**src/rtl/cache_ways.sv**
```systemverilog
// N-way set-associative tag/data array with registered hit detection, true-LRU ages and line fills.
// Optional feature macro: CACHE_WAYS_UNALIGNED_EN (odd-offset word access).
module cache_ways #(
   parameter int unsigned WAYS       = 2,
   parameter int unsigned SETS       = 8,
   parameter int unsigned LINE_BYTES = 16,
   localparam int unsigned OFF_W     = $clog2(LINE_BYTES),
   localparam int unsigned IDX_W     = $clog2(SETS),
   localparam int unsigned TAG_W     = 16 - IDX_W - OFF_W,
   localparam int unsigned WAY_W     = $clog2(WAYS),
   localparam int unsigned LINE_W    = 8 * LINE_BYTES
) (
   input  logic              clk,
   input  logic              reset_n,
   input  logic              req_valid,
   output logic              req_ready,
   input  logic [15:0]       req_addr,
   input  logic              req_write,
   input  logic [15:0]       req_wdata,
   input  logic [1:0]        req_wmask,
   output logic              rsp_valid,
   output logic              rsp_hit,
   output logic [WAY_W-1:0]  rsp_way,
   output logic [15:0]       rsp_rdata,
   output logic              victim_valid,
   output logic              victim_dirty,
   output logic [TAG_W-1:0]  victim_tag,
   output logic [LINE_W-1:0] victim_line,
   input  logic              fill_valid,
   input  logic [15:0]       fill_addr,
   input  logic [LINE_W-1:0] fill_line,
   input  logic              inv_all
);

   logic [WAYS-1:0]       r_valid [SETS];
   logic [WAYS-1:0]       r_dirty [SETS];
   logic [WAYS*WAY_W-1:0] r_age   [SETS];
   logic [TAG_W-1:0]      r_tag   [SETS][WAYS];
   logic [LINE_W-1:0]     r_line  [SETS][WAYS];

   logic [OFF_W-1:0]  w_off_eff;
   logic [31:0]       w_off_i;
   logic [IDX_W-1:0]  w_idx;
   logic [TAG_W-1:0]  w_tag;
   logic [IDX_W-1:0]  w_fidx;
   logic [TAG_W-1:0]  w_ftag;
   logic [WAYS-1:0]   w_hit;
   logic              w_hit_any;
   logic [WAY_W-1:0]  w_hit_way;
   logic [WAY_W-1:0]  w_vict;
   logic [WAY_W-1:0]  w_fvict;
   logic [LINE_W+7:0] w_line_ext;
   logic [15:0]       w_word;
   logic [LINE_W-1:0] w_merged;
   logic              w_accept;

   // Lowest-index invalid way, otherwise the oldest (age WAYS-1).
   function automatic logic [WAY_W-1:0] pick_victim(input logic [WAYS-1:0] valid,
                                                    input logic [WAYS*WAY_W-1:0] ages);
      logic [WAY_W-1:0] pick;
      logic             found;
      pick  = '0;
      found = 1'b0;
      for (int unsigned w = 0; w < WAYS; w++) begin
         if (!valid[w] && !found) begin
            pick  = WAY_W'(w);
            found = 1'b1;
         end
      end
      if (!found) begin
         for (int unsigned w = 0; w < WAYS; w++) begin
            if (ages[w*WAY_W +: WAY_W] == WAY_W'(WAYS-1)) pick = WAY_W'(w);
         end
      end
      return pick;
   endfunction

   function automatic logic [WAYS*WAY_W-1:0] touch(input logic [WAYS*WAY_W-1:0] ages,
                                                  input logic [WAY_W-1:0] way);
      logic [WAYS*WAY_W-1:0] nxt;
      logic [WAY_W-1:0]      a;
      nxt = ages;
      a   = ages[way*WAY_W +: WAY_W];
      for (int unsigned w = 0; w < WAYS; w++) begin
         if (ages[w*WAY_W +: WAY_W] < a) nxt[w*WAY_W +: WAY_W] = ages[w*WAY_W +: WAY_W] + 1'b1;
      end
      nxt[way*WAY_W +: WAY_W] = '0;
      return nxt;
   endfunction

`ifdef CACHE_WAYS_UNALIGNED_EN
   assign w_off_eff = req_addr[OFF_W-1:0];
`else
   assign w_off_eff = {req_addr[OFF_W-1:1], 1'b0};
`endif

   assign w_off_i   = 32'(w_off_eff);
   assign w_idx     = req_addr[OFF_W +: IDX_W];
   assign w_tag     = req_addr[15 -: TAG_W];
   assign w_fidx    = fill_addr[OFF_W +: IDX_W];
   assign w_ftag    = fill_addr[15 -: TAG_W];
   assign req_ready = ~inv_all & ~fill_valid;
   assign w_accept  = req_valid & req_ready;
   assign w_vict    = pick_victim(r_valid[w_idx], r_age[w_idx]);
   assign w_fvict   = pick_victim(r_valid[w_fidx], r_age[w_fidx]);

   always_comb begin
      w_hit     = '0;
      w_hit_way = '0;
      for (int unsigned w = 0; w < WAYS; w++) begin
         w_hit[w] = r_valid[w_idx][w] && (r_tag[w_idx][w] == w_tag);
         if (w_hit[w]) w_hit_way = WAY_W'(w);
      end
      w_hit_any = |w_hit;
   end

   // A zero byte above the line makes the last-byte odd access read {8'h00, byte}.
   assign w_line_ext = {8'h00, r_line[w_idx][w_hit_way]};
   assign w_word     = w_line_ext[{w_off_eff, 3'b000} +: 16];

   always_comb begin
      w_merged = r_line[w_idx][w_hit_way];
      for (int unsigned b = 0; b < LINE_BYTES; b++) begin
         if (b == w_off_i && req_wmask[0])      w_merged[8*b +: 8] = req_wdata[7:0];
         if (b == w_off_i + 1 && req_wmask[1])  w_merged[8*b +: 8] = req_wdata[15:8];
      end
   end

   always_ff @(posedge clk or negedge reset_n) begin
      if (!reset_n) begin
         for (int unsigned s = 0; s < SETS; s++) begin
            r_valid[s] <= '0;
            r_dirty[s] <= '0;
            for (int unsigned w = 0; w < WAYS; w++) r_age[s][w*WAY_W +: WAY_W] <= WAY_W'(w);
         end
      end else if (inv_all) begin
         for (int unsigned s = 0; s < SETS; s++) begin
            r_valid[s] <= '0;
            r_dirty[s] <= '0;
            for (int unsigned w = 0; w < WAYS; w++) r_age[s][w*WAY_W +: WAY_W] <= WAY_W'(w);
         end
      end else if (fill_valid) begin
         r_valid[w_fidx][w_fvict] <= 1'b1;
         r_dirty[w_fidx][w_fvict] <= 1'b0;
         r_age[w_fidx]            <= touch(r_age[w_fidx], w_fvict);
      end else if (w_accept && w_hit_any) begin
         r_age[w_idx] <= touch(r_age[w_idx], w_hit_way);
         if (req_write) r_dirty[w_idx][w_hit_way] <= 1'b1;
      end
   end

   always_ff @(posedge clk) begin
      if (!inv_all && fill_valid) begin
         r_tag[w_fidx][w_fvict]  <= w_ftag;
         r_line[w_fidx][w_fvict] <= fill_line;
      end else if (w_accept && w_hit_any && req_write) begin
         r_line[w_idx][w_hit_way] <= w_merged;
      end
   end

   always_ff @(posedge clk or negedge reset_n) begin
      if (!reset_n) begin
         rsp_valid    <= 1'b0;
         rsp_hit      <= 1'b0;
         rsp_way      <= '0;
         rsp_rdata    <= '0;
         victim_valid <= 1'b0;
         victim_dirty <= 1'b0;
         victim_tag   <= '0;
         victim_line  <= '0;
      end else begin
         rsp_valid <= w_accept;
         if (w_accept) begin
            rsp_hit      <= w_hit_any;
            rsp_way      <= w_hit_any ? w_hit_way : w_vict;
            rsp_rdata    <= w_hit_any ? w_word : 16'h0000;
            victim_valid <= r_valid[w_idx][w_vict];
            victim_dirty <= r_dirty[w_idx][w_vict];
            victim_tag   <= r_tag[w_idx][w_vict];
            victim_line  <= r_line[w_idx][w_vict];
         end
      end
   end

   a_single_hit: assert property (@(posedge clk) disable iff (!reset_n)
      w_accept |-> $onehot0(w_hit));

endmodule
```
**config.mk**
```make
export PLATFORM = sky130hd
export DESIGN_NAME = cache_ways
export DESIGN_NICKNAME = d
export VERILOG_FILES = /design/src/rtl/cache_ways.sv
export SDC_FILE = /design/constraint.sdc
export NUM_CORES = 2
export LEC_CHECK = 0
export ABC_CLOCK_PERIOD_IN_PS = 23900
export BUFFER_PORTS_ARGS = -buffer_cell sky130_fd_sc_hd__buf_4
export CAP_MARGIN = 20
export CORE_ASPECT_RATIO = 1.75
export CORE_MARGIN = 2
export CORE_UTILIZATION = 49
export DETAILED_ROUTE_END_ITERATION = 8
export PLACE_DENSITY = 0.65
export SYNTH_ARGS = -nofsm -noshare
export SYNTH_HDL_FRONTEND = slang
export SYNTH_SLANG_ARGS = --single-unit
```
**constraint.sdc**
```tcl
create_clock -name clk -period 23.9 [get_ports clk]
set_input_delay 7.17 -clock clk [delete_from_list [all_inputs] [get_ports clk]]
set_output_delay 7.17 -clock clk [all_outputs]
set_load 0.02 [all_outputs]
```
======== Word-level counts from Yosys, hierarchy flattened ========
Memory sizes are Yosys's and may differ from the RTL's.
Index checks and enable logic that the tools add are counted.
word-level totals
  bits of input ports ..................... 184
  memories kept ........................... 2
  RAM bits ................................ 2192
  logic and storage cells ................. 272
  output and inout port bits .............. 159
  register bits after elaboration ......... 206
operators by class
  reductions and logical operators ........ 48
  magnitude comparators ................... 18
  equality and inequality tests ........... 24
  mux-type cells .......................... 121
  bitwise logic cells ..................... 13
  shift-type cells ........................ 7
  $add $sub $neg .......................... 7
memory list
  memory  depth  width  rd ports  clocked after Yosys merged registers in  wr ports  RTL line  RTL
  r_line  8      256    1         0                                        1         39        logic [LINE_W-1:0] r_line [SETS][WAYS];
  r_tag   8      18     1         0                                        1         38        logic [TAG_W-1:0] r_tag [SETS][WAYS];
operator list
  cell                                                                          number
  128-bit two-way mux                                                           8
  256-bit two-way mux                                                           4
  128-bit demux with 1-bit select                                               2
  256-bit OR reduction                                                          1
  4-bit by 32-bit equality test with 1-bit output (first input constant)        7
  8-bit two-way mux                                                             24
  16-bit two-way mux                                                            10
  136-bit by 8-bit indexed part select with 16-bit output                       1
  3-bit by 32-bit equality test with 1-bit output (first input constant)        4
  1-bit negator with 34-bit output                                              2
  1-bit by 34-bit variable shift with 2-bit output (first input constant)       2
  1-bit by 34-bit indexed part select with 2-bit output (first input constant)  2
  2-bit by 32-bit equality test with 1-bit output (first input constant)        2
  32-bit zero test                                                              2
  1-bit logical AND                                                             37
  1-bit two-way mux                                                             37
  9-bit two-way mux                                                             4
  16-bit bitwise mux                                                            2
  1-bit by 32-bit equality test with 1-bit output (first input constant)        1
  16-bit OR                                                                     2
  2-bit binary-select mux with 3-bit select                                     5
  2-bit two-way mux                                                             14
  2-bit demux with 3-bit select                                                 4
  9-bit equality test                                                           2
  other kinds (30)                                                              59

======== Longest topological paths before layout ========
  depth in word-level cells ............... 20
  mapped depth ............................ 17
  mapped depth without buffers ............ 10

======== Least setup slack after synthesis ========
No wires, ideal clock.
  path kind ............................... in2reg
  from .................................... in req_addr[4]
  to ...................................... mem r_line[5][128] (netlist bit) (enable)
  buffers on the path ..................... 3
  arrival ................................. 15.483 ns
  required time ........................... 23.243 ns
  path slack .............................. 7.760 ns
  cell stages on the path ................. 13
  setup time .............................. 0.657 ns
  cells stage by stage .................... buf_6 > buf_6 > mux4_2 > mux2i_1 > xnor2_1 > o2111ai_1 > nand4b_1 > o21ai_1 > and3_1 > buf_2 > a22o_1 > o21ai_1 > a21oi_1
on the way
  word-level cells in the longest chain between the ends .. 14
  elaborated cells on any way between the ends .. 25
  those cells by class .................... 2 x order compare; 2 x eq/ne; 11 x mux; 2 x bitwise; 7 x reduce/logical; 1 x memory
ends and longest elaborated chain
  element                                                          RTL line  RTL
  from (decl)                                                      17        input logic [15:0] req_addr,
  branches (longest 14 deep; another with memory read 8 x 18 bit)  --
  to (decl)                                                        39
Several ways; the timed one is not identified. The select of a mux whose other input is x is not followed.

======== Final worst setup path ========
  from .................................... in req_addr[5]
  to ...................................... mem r_line[7][209] (netlist bit) (enable)
The elaborated chain is that of the path after synthesis.

==> flow_results.org <==
** Synthesis
- Flops & latches, synth :: 2398
- Sequential elements use 74.2% of the synthesized area.
- The cell count after synthesis came out at 6108.
- A synthesized cell averages 15.7 µm².
- EDFF count, synth :: 2192
- Yosys printed 0 warnings.
- Commonest register cell after synthesis :: edfxtp_1
- Synthesis produced a netlist with a net count of 6292.
- After synthesis the cells add up to 95700 µm².
- The number of different library cells used by synthesis comes to 89.
- Fraction of registers with async set/reset :: between 8 and 9%

** Critical path
- Data required time of the critical path :: 24340 ps
- Worst setup startpoint :: req_addr[5]
- The critical path in this run is classified as in2reg.
- Critical Path AT :: 15950 ps
- The worst setup path is launched from an input port.
- Critical R2R Launch :: r_tag[7][2]
- Of all nets on the critical path, the largest fanout is 76.
- STA classifies the critical path endpoint as a flip-flop.

** Clock tree
- CTS tree :: yes
- The number of clock buffers added by TritonCTS is 213.
- The number of gates resized after CTS was 0.
- Buffer depth of the longest clock path :: 4
- The H-tree generated during clock tree synthesis spans 4 levels.
- Cts hold-fix bufs :: 0
- # Post-CTS Setup Buffers :: 0
- CTS saw 2398 sinks.
- Latest clock arrival within the worst-skew pair :: approximately 900 ps
- Clock-pin slew reported for the worst setup and hold paths after clock tree synthesis :: 60 ps
- Clk Tree Root Cell :: clkbuf_16

** Floorplanning
- In this run the horizontal extent of the chip is 338 µm.
- Area inside the core boundary :: 194000 µm²
- The die is ~590 µm tall.
- Number of primary I/O pins :: 343
- Row generation in the floorplan step produced 214 rows.
- Die area :: 199000 µm²
- The initial utilization of the core area, before any placement, comes to about half.

** Route
- Wire length per cell :: about 35 µm
- After detailed routing, the number of vias per cell comes to 6.66.
- Total routed wirelength :: 328000 µm
- Pre-Repair DR Iteration Count :: 8
- After the first detailed-routing iteration, the DRC count stood at 8904.
- The detailed router placed 61800 vias in this run.
- In the routed design, unresolved DRC markers number 0.
- Post-route antenna net violation count :: 0

** Global route
- Number of antenna violations at the first check in global routing :: 21
- The number of global-route vias before repair is just under 60000.
- For this run, global-route usage on met2 was measured as 50.2%.
- Wire length of the first global-routing pass :: ~450000 µm
- In the global route stage, overall resource usage came out at 32.5%.
- Pin count of the biggest net entering global routing :: 117
- The global routing stage identified its most utilized layer as met2.
- For met1 alone, demand over resource in global routing was between 40% and 50%.
- For met3 alone, demand over resource in global routing was 8.25%.
- Total congestion overflow :: 0

** Final layout
- Most frequent cells in the layout :: edfxtp_1 (2192), buf_4 (573), nand2_1 (446), a22oi_1 (414), mux2i_1 (406)
- The post-route netlist has 18.0% of its cells at a drive strength greater than 1.
- Area growth from synthesis to final layout :: 13.8%
- Total Nets Final :: about 6700
- The library cell used most frequently in the layout, excluding fill and tap cells, is edfxtp_1.
- Final design utilization :: a little under three fifths

** Hold path
- The min-delay analysis places its worst path in the category reg2reg.
- Hold wc startpoint :: victim_tag[6]

** STA
- Setup repair after global routing left no endpoint under its margin.
- The final critical path takes up approximately two thirds of the cycle.
- Actual slew at the worst max-slew pin :: roughly 1200 ps
- Final hold violation count :: 0
- In this run the tightest slew margin relative to its limit is 16.9%.
- The max-slew violation total from the final report is 0.
- Clock period minus worst slack :: 15510 ps
- Achievable clock frequency :: between 0.06 and 0.07 GHz
- Total Negative Setup Slacks :: 0 ps
- Setup violations remaining at the end of the flow were counted as 0.
- Clock skew after layout :: 89.1 ps

** Run status
- Run status :: finished, final reports clean

** Placed design
- The wire-length estimate of the detail-placed layout is ~190000 µm.
- The congestion estimate from routability-driven global placement came to a little over 0.9.
- Port Buffers :: 337

** Pwr
- Leakage power summed over all cells :: 36.7 nW
- Across the VDD grid, the largest voltage drop is 0.0000718 V.
- In this run the power density over the cells is 82.7 nW/µm².

** Flow run
- Max-cap violations in this run came to 0.
==> final cells by class <==
class,instances,area (µm²)
repair buffers,603,4740
clock inverters,121,1370
inverters,24,92.6
flip-flops and latches,2398,71000
multi-input cells,3259,22700
diodes,7,17.5
well taps,2592,3240
fillers,15100,85200
clock buffers,269,5730
==> power by group <==
group	internal [W]	leakage [nW]	total, W	switching (W)
logic	0.000246	10.9	0.000786	0.000540
clock network	0.00199	3.46	0.00353	0.00155
registers	0.00465	22.4	0.00470	0.0000480
total	0.00688	36.7	0.00901	0.00213
==> critical path: stages <==
cell and delay (ps):
buf_8 440, buf_4 830, and2b_1 480, buf_4 500, a22oi_1 170, o211ai_1 640
nand3_1 140, nand4b_4 760, o21ai_1 590, and3_2 240, buf_4 620, a22o_1 250
o21ai_1 300, nor2_4 790, buf_4 720, buf_4 1080
==> flip-flops by register name, summed over array words and instances, names as in the netlist, 9 cells and up <==
| signal | count |
|---|---|
| r_line | 2048 |
| victim_line | 128 |
| r_age | 16 |
| victim_tag | 9 |
| rsp_rdata | 16 |
| r_tag | 144 |
| r_valid | 16 |
| r_dirty | 16 |
==> cells by family after synthesis <==
group           Yosys count  synth area share, %
xor+xnor                 15                0.137
mux                     599                 7.24
compound gates         1575                 11.2
buf+inv                 451                 2.31
flops                  2398                 74.2
simple gates           1070                 4.87
==> layer usage <==
metal	vias to the layer above	part of all wire (%)
met3	839	13
met1	31300	36
met2	4689	46
met4	12	5.3
li1	24900	-
met5	-	0.022
==> synthesized netlist by cell type (5+ instances only) <==
cell      count  area (µm²)
a211oi_1     15         113
a21o_1       10        75.1
a21oi_1     268        1340
a221o_1      33         330
a221oi_1    200        1750
a222oi_1      7        70.1
a22o_1      102         893
a22oi_1     414        3110
a31oi_1      11        68.8
a32o_1        6        60.1
and2_1       10        62.6
and3_1       39         244
and4_1       13         114
buf_1        58         218
buf_2       142         711
buf_4        24         180
buf_6        18         203
clkbuf_1    170         638
clkbuf_2      6        30.0
dfrtp_1     198        4950
dfstp_2       8         210
edfxtp_1   2192       65800
inv_1        20        75.1
mux2_2      131        1480
mux2i_1     406        4060
mux4_2       60        1350
nand2_1     447        1680
nand2b_1     16         100
nand3_1      60         300
nand3b_1      5        37.5
nand4_1      29         181
nor2_1      368        1380
nor2b_1      16         100
nor3_1       32         160
o211ai_1     25         188
o21a_1       14         105
o21ai_0     333        1670
o21ai_1      36         180
o221ai_1     23         201
o22ai_1      29         181
o31ai_1      13        97.6
or2_2         9        56.3
or3_1         7        43.8
xnor2_1      10        87.6
xor2_1        5        43.8
==> metrics by stage <==
step	cell area [µm²]	setup WS [ps]	hold WS [ps]	instances	total power, W
2_1_floorplan	95700	7760	462	6108	0.00516
3_3_place_gp	102000	7900	455	8846	0.00554
3_5_place_dp	102000	7790	457	8864	0.00555
4_1_cts	109000	8620	472	9254	0.00901
5_1_grt	109000	8420	491	9268	0.00921
6_report	109000	8390	467	9273	0.00901
==> worst paths after layout <==
kind	slack (ps)	depth (start not counted)	endpoint
setup / recovery	8390	16	r_line[7][209]
hold / removal	470	2	victim_tag[6]
setup reg to reg	16680	13	r_line[7][209]
hold reg to reg	470	2	victim_tag[6]
max in group asynchronous	15450	3	victim_line[48]
min in group asynchronous	6240	1	rsp_valid
No activity file was read; power rests on OpenSTA's default activity.
